### config.mk
export PLATFORM = sky130hd
export DESIGN_NAME = axi_lite_arbiter
export DESIGN_NICKNAME = d
export VERILOG_FILES = /design/src/rtl/axi_lite_arbiter.sv
export SDC_FILE = /design/constraint.sdc
export NUM_CORES = 1
export LEC_CHECK = 0
export CAP_MARGIN = 15
export CORE_AREA = 2 2 170 172
export DETAILED_ROUTE_END_ITERATION = 8
export DIE_AREA = 0 0 172 174
export GPL_ROUTABILITY_DRIVEN = 0
export PLACE_DENSITY = 0.38
export RECOVER_POWER = 100
export SLEW_MARGIN = 20
export SYNTH_ARGS = -nofsm -noshare
export SYNTH_HDL_FRONTEND = slang
export SYNTH_SLANG_ARGS = --single-unit
### constraint.sdc
create_clock -name clk -period 2.3 [get_ports clk]
set_input_delay 0.46 -clock clk [delete_from_list [all_inputs] [get_ports clk]]
set_output_delay 0.46 -clock clk [all_outputs]
set_load 0.005 [all_outputs]
### src/rtl/axi_lite_arbiter.sv
// Round-robin arbiter sharing one downstream AXI4-Lite port between
// NUM_MASTERS upstream masters. Only one read or write transaction is
// outstanding at a time. The granted master keeps its grant until its
// response handshake completes.

package axi_lite_arbiter_pkg;
  typedef enum logic [2:0] {
    ST_IDLE    = 3'd0,
    ST_RD_ADDR = 3'd1,
    ST_RD_DATA = 3'd2,
    ST_WR_ADDR = 3'd3,
    ST_WR_RESP = 3'd4
  } state_e;
endpackage

module axi_lite_arbiter
  import axi_lite_arbiter_pkg::*;
#(
  parameter int NUM_MASTERS = 2,
  parameter int IDX_W       = $clog2(NUM_MASTERS),
  parameter int ADDR_W      = 32,
  parameter int DATA_W      = 32
) (
  input  logic                                clk,
  input  logic                                reset,
  // Upstream masters: read address / read data
  input  logic [NUM_MASTERS-1:0][ADDR_W-1:0]   m_araddr_i,
  input  logic [NUM_MASTERS-1:0]               m_arvalid_i,
  output logic [NUM_MASTERS-1:0]               m_arready_o,
  output logic [NUM_MASTERS-1:0][DATA_W-1:0]   m_rdata_o,
  output logic [NUM_MASTERS-1:0][1:0]          m_rresp_o,
  output logic [NUM_MASTERS-1:0]               m_rvalid_o,
  input  logic [NUM_MASTERS-1:0]               m_rready_i,
  // Upstream masters: write address / write data / write response
  input  logic [NUM_MASTERS-1:0][ADDR_W-1:0]   m_awaddr_i,
  input  logic [NUM_MASTERS-1:0]               m_awvalid_i,
  output logic [NUM_MASTERS-1:0]               m_awready_o,
  input  logic [NUM_MASTERS-1:0][DATA_W-1:0]   m_wdata_i,
  input  logic [NUM_MASTERS-1:0][DATA_W/8-1:0] m_wmask_i,
  input  logic [NUM_MASTERS-1:0]               m_wvalid_i,
  output logic [NUM_MASTERS-1:0]               m_wready_o,
  output logic [NUM_MASTERS-1:0][1:0]          m_bresp_o,
  output logic [NUM_MASTERS-1:0]               m_bvalid_o,
  input  logic [NUM_MASTERS-1:0]               m_bready_i,
  // Shared downstream port
  output logic [ADDR_W-1:0]                    s_araddr_o,
  output logic                                 s_arvalid_o,
  input  logic                                 s_arready_i,
  input  logic [DATA_W-1:0]                    s_rdata_i,
  input  logic [1:0]                           s_rresp_i,
  input  logic                                 s_rvalid_i,
  output logic                                 s_rready_o,
  output logic [ADDR_W-1:0]                    s_awaddr_o,
  output logic                                 s_awvalid_o,
  input  logic                                 s_awready_i,
  output logic [DATA_W-1:0]                    s_wdata_o,
  output logic [DATA_W/8-1:0]                  s_wmask_o,
  output logic                                 s_wvalid_o,
  input  logic                                 s_wready_i,
  input  logic [1:0]                           s_bresp_i,
  input  logic                                 s_bvalid_i,
  output logic                                 s_bready_o
);

  state_e             state_q, state_d;
  logic [IDX_W-1:0]   gnt_idx_q, gnt_idx_d;
  logic [IDX_W-1:0]   ptr_q, ptr_d;
  logic               aw_done_q, aw_done_d;
  logic               w_done_q, w_done_d;

  logic [NUM_MASTERS-1:0] rd_req, wr_req, req;
  logic                   win_found;
  logic [IDX_W-1:0]       win_idx;
  logic [IDX_W:0]         cand_sum;
  logic [IDX_W-1:0]       cand_idx;
  logic                   ar_fire, r_fire, aw_fire, w_fire, b_fire;

  assign rd_req = m_arvalid_i;
  assign wr_req = m_awvalid_i;
  assign req    = rd_req | wr_req;

  // Round-robin search starting at ptr; the loop runs from the farthest
  // candidate to the nearest so the nearest requester overwrites the result.
  always_comb begin
    win_found = 1'b0;
    win_idx   = '0;
    cand_sum  = '0;
    cand_idx  = '0;
    for (int k = NUM_MASTERS - 1; k >= 0; k--) begin
      cand_sum = {1'b0, ptr_q} + (IDX_W + 1)'(k);
      if (cand_sum >= (IDX_W + 1)'(NUM_MASTERS)) begin
        cand_sum = cand_sum - (IDX_W + 1)'(NUM_MASTERS);
      end
      cand_idx = cand_sum[IDX_W-1:0];
      if (req[cand_idx]) begin
        win_found = 1'b1;
        win_idx   = cand_idx;
      end
    end
  end

  // Next-state and forwarding logic; all forwarding is combinational
  // through the granted master's lane.
  always_comb begin
    // NOTE: every output of this block gets a default first so that no path
    // through the case statement leaves a signal unassigned (no latches).
    state_d     = state_q;
    gnt_idx_d   = gnt_idx_q;
    ptr_d       = ptr_q;
    aw_done_d   = aw_done_q;
    w_done_d    = w_done_q;
    ar_fire     = 1'b0;
    r_fire      = 1'b0;
    aw_fire     = 1'b0;
    w_fire      = 1'b0;
    b_fire      = 1'b0;

    m_arready_o = '0;
    m_rdata_o   = '0;
    m_rresp_o   = '0;
    m_rvalid_o  = '0;
    m_awready_o = '0;
    m_wready_o  = '0;
    m_bresp_o   = '0;
    m_bvalid_o  = '0;

    s_arvalid_o = 1'b0;
    s_rready_o  = 1'b0;
    s_awvalid_o = 1'b0;
    s_wvalid_o  = 1'b0;
    s_bready_o  = 1'b0;

    // Address and data fields always follow the granted master; they are
    // qualified by the valids below.
    s_araddr_o  = m_araddr_i[gnt_idx_q];
    s_awaddr_o  = m_awaddr_i[gnt_idx_q];
    s_wdata_o   = m_wdata_i[gnt_idx_q];
    s_wmask_o   = m_wmask_i[gnt_idx_q];

    unique case (state_q)
      ST_IDLE: begin
        if (win_found) begin
          gnt_idx_d = win_idx;
          ptr_d     = (win_idx == IDX_W'(NUM_MASTERS - 1)) ? '0 : win_idx + 1'b1;
          state_d   = rd_req[win_idx] ? ST_RD_ADDR : ST_WR_ADDR;
        end
      end

      ST_RD_ADDR: begin
        s_arvalid_o            = m_arvalid_i[gnt_idx_q];
        m_arready_o[gnt_idx_q] = s_arready_i;
        ar_fire                = m_arvalid_i[gnt_idx_q] & s_arready_i;
        if (ar_fire) state_d = ST_RD_DATA;
      end

      ST_RD_DATA: begin
        s_rready_o             = m_rready_i[gnt_idx_q];
        m_rvalid_o[gnt_idx_q]  = s_rvalid_i;
        m_rdata_o[gnt_idx_q]   = s_rdata_i;
        m_rresp_o[gnt_idx_q]   = s_rresp_i;
        r_fire                 = s_rvalid_i & m_rready_i[gnt_idx_q];
        if (r_fire) state_d = ST_IDLE;
      end

      ST_WR_ADDR: begin
        // A channel that has already handshaken is masked off downstream.
        s_awvalid_o            = m_awvalid_i[gnt_idx_q] & ~aw_done_q;
        m_awready_o[gnt_idx_q] = s_awready_i & ~aw_done_q;
        s_wvalid_o             = m_wvalid_i[gnt_idx_q] & ~w_done_q;
        m_wready_o[gnt_idx_q]  = s_wready_i & ~w_done_q;
        aw_fire                = m_awvalid_i[gnt_idx_q] & ~aw_done_q & s_awready_i;
        w_fire                 = m_wvalid_i[gnt_idx_q] & ~w_done_q & s_wready_i;
        if ((aw_done_q | aw_fire) && (w_done_q | w_fire)) begin
          state_d   = ST_WR_RESP;
          aw_done_d = 1'b0;
          w_done_d  = 1'b0;
        end else begin
          aw_done_d = aw_done_q | aw_fire;
          w_done_d  = w_done_q | w_fire;
        end
      end

      ST_WR_RESP: begin
        s_bready_o             = m_bready_i[gnt_idx_q];
        m_bvalid_o[gnt_idx_q]  = s_bvalid_i;
        m_bresp_o[gnt_idx_q]   = s_bresp_i;
        b_fire                 = s_bvalid_i & m_bready_i[gnt_idx_q];
        if (b_fire) state_d = ST_IDLE;
      end

      default: begin
        state_d = ST_IDLE;
      end
    endcase
  end

  // State register; asynchronous reset forces IDLE so every valid/ready
  // output drops immediately.
  always_ff @(posedge clk or negedge reset) begin
    if (!reset) begin
      state_q   <= ST_IDLE;
      gnt_idx_q <= '0;
      ptr_q     <= '0;
      aw_done_q <= 1'b0;
      w_done_q  <= 1'b0;
    end else begin
      // NOTE: non-blocking assignments here so all registers update from the
      // same pre-edge values regardless of statement order.
      state_q   <= state_d;
      gnt_idx_q <= gnt_idx_d;
      ptr_q     <= ptr_d;
      aw_done_q <= aw_done_d;
      w_done_q  <= w_done_d;
    end
  end

endmodule

==> flow_summary_export.csv <==
group,metric,value,unit
run_status,status,"finished with violations",
run_status,violations,"negative setup slack",
worst_setup_path,required,1.84,ns
global_route,grt_pass1_wl,24.2,mm
placed_design,place_area,7270,um^2
cells_and_area,final_common_cell,"clkdlybuf4s50_1",
power_and_ir_drop,p_total,0.00554,W
clocking,clk_latency,0.23,ns
sta,setup_slack,-0.00955,ns
yosys,ys_types,30,
global_route,overflow,0,
clocking,clkTransAtPathRegs,0.04,ns
yosys,synth.largest_area_cell,"mux2_2",
routing,ant_nets,0,
sta,skew,0.00188,ns
floorplanning,core_area,28200,um^2
yosys,synth_area_leaders,"mux2_2 (48%), and2_1 (18%), dfrtp_1 (7.4%)",
floorplanning,io_pins,440,
sta,finalSetupViolCount,1,
sta,holdWs,0.518,ns
power_and_ir_drop,power_density,691,nW/um^2
sta,min_period,2.31,ns
sta,slew_headroom,75.7,%
global_route,grt_pass1_vias,4020,
power_and_ir_drop,vdd_ir_drop_max,352,uV
job,maxCapViolCount,0,
power_and_ir_drop,p_int,0.00357,W
cells_and_area,drive_above_1_share,24.5,%
power_and_ir_drop,p_sw,0.00197,W
clocking,cts_tree,"yes",
floorplanning,die_w,172,um
yosys,synth-edff-count,0,
floorplanning,die_h,174,um
clocking,clock-sinks,7,
cells_and_area,layout.nets,993,
power_and_ir_drop,p_clk_share,5.4,%
yosys,syn_area,2380,um^2
global_route,met3_usage,2.03,%
cells_and_area,area_growth,237,%
routing,first_pass_iters,4,
hold_path,min_path_type,"reg -> reg",
yosys,netlist.area_leader.share,48.2,%
floorplanning,die-area,29900,um^2
cells_and_area,final_area,8020,um^2
clocking,h-tree-depth,1,
global_route,grt_util_met1,11.0,%
yosys,synthArstFlopShare,100,%
power_and_ir_drop,power_frac_seq,5.5,%
sta,worstMarginPinSlew,0.364,ns
worst_setup_path,cp-start-kind,"flop",
clocking,root_buffer,"clkbuf_16",
sta,fin_crit_sh,100,%
global_route,antenna_found_initial,1,
worst_setup_path,crit_type,"reg -> out",
floorplanning,start_util,8.43,%
routing,totalWireLength,18.9,mm
global_route,grt_util_met2,22.0,%
worst_setup_path,cp_max_fo,26,
worst_setup_path,crit_chain,"buf_16, mux2_2, clkdlybuf4s50_1",
power_and_ir_drop,sw_frac_of_total,35.5,%
worst_setup_path,cp-end-kind,"output port",
yosys,synth_cells,269,
routing,drt_iter0_markers,67,
sta,finalHoldViolations,0,
yosys,ys_ff_latch,7,
floorplanning,rows,62,
worst_setup_path,cp_slowest_cell,"dfrtp_4",
power_and_ir_drop,combPwrFrac,89.2,%
sta,fmax,433,MHz
worst_setup_path,worst-path-buf-inv,2,
routing,wl_per_cell,16.9,um
worst_setup_path,worstPathArrival,1.85,ns
clocking,clockBufferDepth,2,
routing,drc,0,
yosys,seq_area_frac_synth,7.36,%
yosys,yosysWarnings,0,
yosys,syn_nets,522,
yosys,ys.flop_type,"dfrtp_1",
placed_design,port_buffers,439,
routing,viasPerCell,3.52,
clocking,cts_made_buffers,3,
global_route,top_usage_layer,"met2",
power_and_ir_drop,p_leak,4.46,nW
routing,dr_total_vias,3961,
cells_and_area,final_cell_mix,"clkdlybuf4s50_1 (267), dlymetal6s2s_1 (112), mux2_2 (101)",
worst_setup_path,critPathMaxStageDelay,0.53,ns
sta,rsz0062_at_grt,"yes",
worst_setup_path,cp_top_family,"buffers and inverters",
placed_design,hpwl,15.2,mm
yosys,syn_area_per_cell,8.85,um^2
global_route,grt_use_total,10.6,%
global_route,grt_max_degree,52,
sta,maxSlewViolCount,0,
clocking,cts_hold_buffers,0,
-- synthesized netlist by cell type (2+ instances only) --
| library cell | number |
|---|---|
| and3_1 | 4 |
| buf_6 | 10 |
| a21oi_2 | 2 |
| dfrtp_1 | 7 |
| nor2_1 | 12 |
| o22a_1 | 2 |
| buf_2 | 10 |
| nor4b_1 | 4 |
| a21oi_1 | 3 |
| nor3_4 | 2 |
| o21ai_0 | 4 |
| nand2_1 | 11 |
| buf_4 | 3 |
| mux2i_1 | 2 |
| o21bai_1 | 3 |
| nor4_1 | 6 |
| mux2_2 | 102 |
| inv_1 | 2 |
| nor3b_1 | 2 |
| and2_1 | 68 |
-- logic make-up after synthesis --
kind of cell / share of synthesized area, %
buffers and inverters: 8.09
and+or+nand+nor: 30.0
muxes: 49.7
AOI/OAI and AO/OA: 4.89
DFF: 7.36
-- final timing paths --
check                           from      endpoint  slack [ns]  depth (start not counted)
max                        gnt_idx_q  s_wdata_o[1]       -0.01                          3
max in group asynchronous      reset     gnt_idx_q        1.43                          1
min                            ptr_q         ptr_q        0.52                          1
max reg2reg                gnt_idx_q    state_q[1]        0.52                          6
min reg2reg                    ptr_q         ptr_q        0.52                          1
min in group asynchronous      reset         ptr_q        0.58                          1
-- timing repair --
action / CTS / global route
buffers inserted: 6 / 16
gates resized for setup: 70 / 152
cloned: 1 / 7
endpoints found under the hold margin: 0 / 0
pin swaps: 0 / 3
setup endpoints to repair: 161 / 114
-- state kept, by name (all words and copies together) (netlist names) --
name	flops
aw_done_q	1
gnt_idx_q	1
ptr_q	1
w_done_q	1
state_q	3
-- through the flow --
step / util, % / cells / TNS, ns / setup slack (ns)
6_report: 28.4 / 1124 / -0.00955 / -0.00955
5_1_grt: 28.4 / 1123 / -0.292 / -0.0700
4_1_cts: 26.2 / 1100 / -5.76 / -0.109
3_5_place_dp: 25.8 / 1089 / -0.126 / -0.126
3_3_place_gp: 25.8 / 1089 / -0.113 / -0.113
2_1_floorplan: - / 269 / 0 / 0.678
-- final cells by class --
class	count	area (um^2)
Inverter	2	7.51
Timing Repair Buffer	489	5220
Antenna cell	1	2.50
Sequential cell	7	180
Multi-Input combinational cell	237	2050
Tap cell	384	480
Fill cell	3033	20200
Clock buffer	4	78.8
-- power by group through the flow --
| stage | clock network [W] | logic, W | registers (W) |
|---|---|---|---|
| after global placement | 0 | 0.00446 | 0.000297 |
| final | 0.000298 | 0.00494 | 0.000303 |
| after global routing | 0.000314 | 0.00530 | 0.000318 |
| after detailed placement | 0 | 0.00446 | 0.000296 |
| after CTS | 0.000302 | 0.00456 | 0.000293 |
| after floorplan | 0 | 0.00204 | 0.000228 |
-- metal layers --
metal,vias up,wire [um]
met2,218,10200
met5,-,0
met1,1837,7090
li1,1892,-
met4,0,181
met3,14,1470
-- worst reg2reg max path: stages (launching register included) --
cell	delay, ns
dfrtp_4	0.53
buf_6	0.16
mux2_2	0.36
buf_4	0.14
a21oi_1	0.27
o21bai_1	0.13
o211ai_1	0.10
(Power assumes the default switching activity.)
==> patch 1, RTL diff (same flow settings) <==
`NUM_MASTERS`: 2 -> 4.
--- a/src/rtl/axi_lite_arbiter.sv
+++ b/src/rtl/axi_lite_arbiter.sv
@@ -16,7 +16,7 @@
 module axi_lite_arbiter
   import axi_lite_arbiter_pkg::*;
 #(
-  parameter int NUM_MASTERS = 2,
+  parameter int NUM_MASTERS = 4,
   parameter int IDX_W       = $clog2(NUM_MASTERS),
   parameter int ADDR_W      = 32,
   parameter int DATA_W      = 32
Ports: changed (17 resized); port bits go from 440 to 732. The function was not compared with the original's and may differ.
==> patch 1 against the original RTL <==
  * The flow now stops in I/O pin placement (3_2_place_iop)
  * Area after synthesis up 79%
==> patch 1: results (changes against the original RTL) <==
Halt Stage I/O pin placement (3_2_place_iop); post-synthesis register bit count 9 (was 7); outcome stopped before the end (was finished, violations left); Synthesis Warnings 0 (unchanged); Seq/Total Area, Yosys 5.28% (was 7.36%); async set-or-reset flop fraction in the synthesized netlist 100% (unchanged); die width 172 µm (unchanged); Netlist cell types 46 (was 30); syn nets 860 (was 522); syn_area_per_cell 10.7 µm² (was 8.85 µm²); largest cells by area after synthesis mux4_2 (54%), and2_1 (21%), dfrtp_1 (5.3%), nor2_1 (3.5%), buf_2 (2.2%) (was mux2_2 (48%), and2_1 (18%), dfrtp_1 (7.4%), buf_6 (4.7%), buf_2 (2.1%)); Top FF cell, synth dfrtp_1 (unchanged); First Err [ERROR PPL-0024] Number of IO pins (732) exceeds maximum number of available positions (618). Increase the die perimeter from 692.00um to 995.52um.; top cells by count, synth and2_1 (143), mux4_2 (103), nor2_1 (40) (was mux2_2 (102), and2_1 (68), nor2_1 (12))
==> patch 1: cell count changes after synthesis, sizes merged, moves of 3 or more <==
| cell | change |
|---|---|
| a211oi | +4 |
| clkbuf | +8 |
| and2 | +75 |
| mux2 | -101 |
| nor2 | +29 |
| nor4b | -4 |
| nor4 | -6 |
| mux4 | +105 |
| or2 | +3 |
| nand2 | -3 |
| buf | +7 |
| and3 | -3 |
==> patch 1: kinds of logic after synthesis <==
logic type             after synthesis  synth area share, %
XOR/XNOR                             1                0.205
flip-flops                           9                 5.28
buffers and inverters               40                 4.43
AO/OA/AOI/OAI                       29                 5.78
AND/OR/NAND/NOR                    211                 28.2
multiplexers                       107                 56.1
==> patch 2, RTL diff (config.mk and constraints unchanged) <==
Made on the original files. The 5 states of `state_e` get a Gray code encoding in 3 bits.
--- a/src/rtl/axi_lite_arbiter.sv
+++ b/src/rtl/axi_lite_arbiter.sv
@@ -5,11 +5,11 @@
 
 package axi_lite_arbiter_pkg;
   typedef enum logic [2:0] {
-    ST_IDLE    = 3'd0,
-    ST_RD_ADDR = 3'd1,
-    ST_RD_DATA = 3'd2,
-    ST_WR_ADDR = 3'd3,
-    ST_WR_RESP = 3'd4
+    ST_IDLE    = 3'b000,
+    ST_RD_ADDR = 3'b001,
+    ST_RD_DATA = 3'b011,
+    ST_WR_ADDR = 3'b010,
+    ST_WR_RESP = 3'b110
   } state_e;
 endpackage
 
Function: same outputs for any inputs over 4 cycles, from zero or initial values and one cycle with reset low; so few cycles prove little.
==> patch 2 against the original RTL <==
  * The run still ends with negative setup slack left
  * Wire length rose by 1.7%
  * Setup slack got worse by 0.066 ns
  * Sequential share of layout area rose by 0.084 points
  * Clock power barely moved
  * Area after synthesis fell by 1.3%
  * Design area fell by 3.6%
  * Power rose by 6.3%
  * Die area did not move
  * Sequential cell count did not move
  * Largest cell class unchanged
==> patch 2: results (changes against the original RTL) <==
outcome finished, violations left (unchanged); failing checks negative setup slack (unchanged); placed instance count 1,093 (was 1,089); fillcell total 3,084 (was 3,033); largest cells by area after synthesis mux2_2 (48%), and2_1 (19%), dfrtp_1 (7.5%), buf_4 (3.2%), mux2i_1 (2.1%) (was mux2_2 (48%), and2_1 (18%), dfrtp_1 (7.4%), buf_6 (4.7%), buf_2 (2.1%)); setup TNS -1.62 ns (was -0.00955 ns); maximum fanout along the worst path 14 (was 26); Total GRT Usage 11.4% (was 10.6%); syn nets 521 (was 522); Fin Hold WS 0.522 ns (was 0.518 ns); WL final 19.3 mm (was 18.9 mm); nets 983 (was 993); Comb pwr share 90.6% (was 89.2%); switching fraction of total power 35.4% (was 35.5%); layout cells sized above 1 23.3% (was 24.5%); R2R cell count 7 (was 6); worst path arrival time 1.92 ns (was 1.85 ns); Final Non-Filler Cells 1,113 (was 1,124); Seq/Total Area, Yosys 7.45% (was 7.36%); vias per cell 3.52 (about the same); Post-Synthesis Cells 268 (was 269); first-pass GRT wire length 25.6 mm (was 24.2 mm); Worst setup endpoint s_araddr_o[4] (was s_wdata_o[1]); leak pwr 3.69 nW (was 4.46 nW); top cells by count, synth mux2_2 (100), and2_1 (71), nor2_1 (12) (was mux2_2 (102), and2_1 (68), nor2_1 (12)); # setup viols final 44 (was 1); fin worst setup slack -0.0753 ns (was -0.00955 ns); pre-CTS setup slack -0.101 ns (was -0.126 ns); Netlist cell types 36 (was 30)
## patch 2: cell types whose count changed in the layout (fill, tap and decap cells not counted), moves of 4 or more
cell and delta:
dlymetal6s2s_1 -54, nor3_1 +6, clkdlybuf4s15_1 -4, dlygate4sd2_1 -8, a21oi_1 -4, clkdlybuf4s50_1 +67
## patch 2: repair_timing
action                     CTS  global route
gates resized for setup     53            86
setup buffers                5             8
gates cloned                 2             2
pin swaps                    0             1
setup endpoints to repair  183           119
## patch 2: final cells by class
class	instances	area share, %
Inverter	4	0.194
Clock buffer	4	1.02
Timing Repair Buffer	479	63.9
Multi-Input combinational cell	235	26.3
Sequential cell	7	2.33
Tap cell	384	6.21
## patch 2: routing by layer
metal | global-route usage (%) | vias to the layer above | share of wire (%)
li1 | - | 1863 | -
met1 | 11.7 | 1788 | 36
met5 | 0 | - | 0.067
met4 | 1.05 | 2 | 0.21
met2 | 22.9 | 257 | 53
met3 | 3.55 | 4 | 11
## patch 2: kinds of logic (layout without fill, tap and decap cells)
| group | Yosys count | after routing | share of synthesized area (%) |
|---|---|---|---|
| AO/OA/AOI/OAI | 10 | 10 | 3.78 |
| buffers and inverters | 26 | 487 | 7.45 |
| flip-flops | 7 | 7 | 7.45 |
| multiplexers | 107 | 107 | 51.3 |
| AND/OR/NAND/NOR | 118 | 118 | 30.1 |
## patch 2: worst reg2reg max path: stages (launching register included)
cell and delay [ns]:
dfrtp_4 0.50, buf_8 0.14, buf_4 0.16, mux2i_1 0.39, buf_4 0.21, o221ai_2 0.11
a21boi_1 0.14, o221a_1 0.23
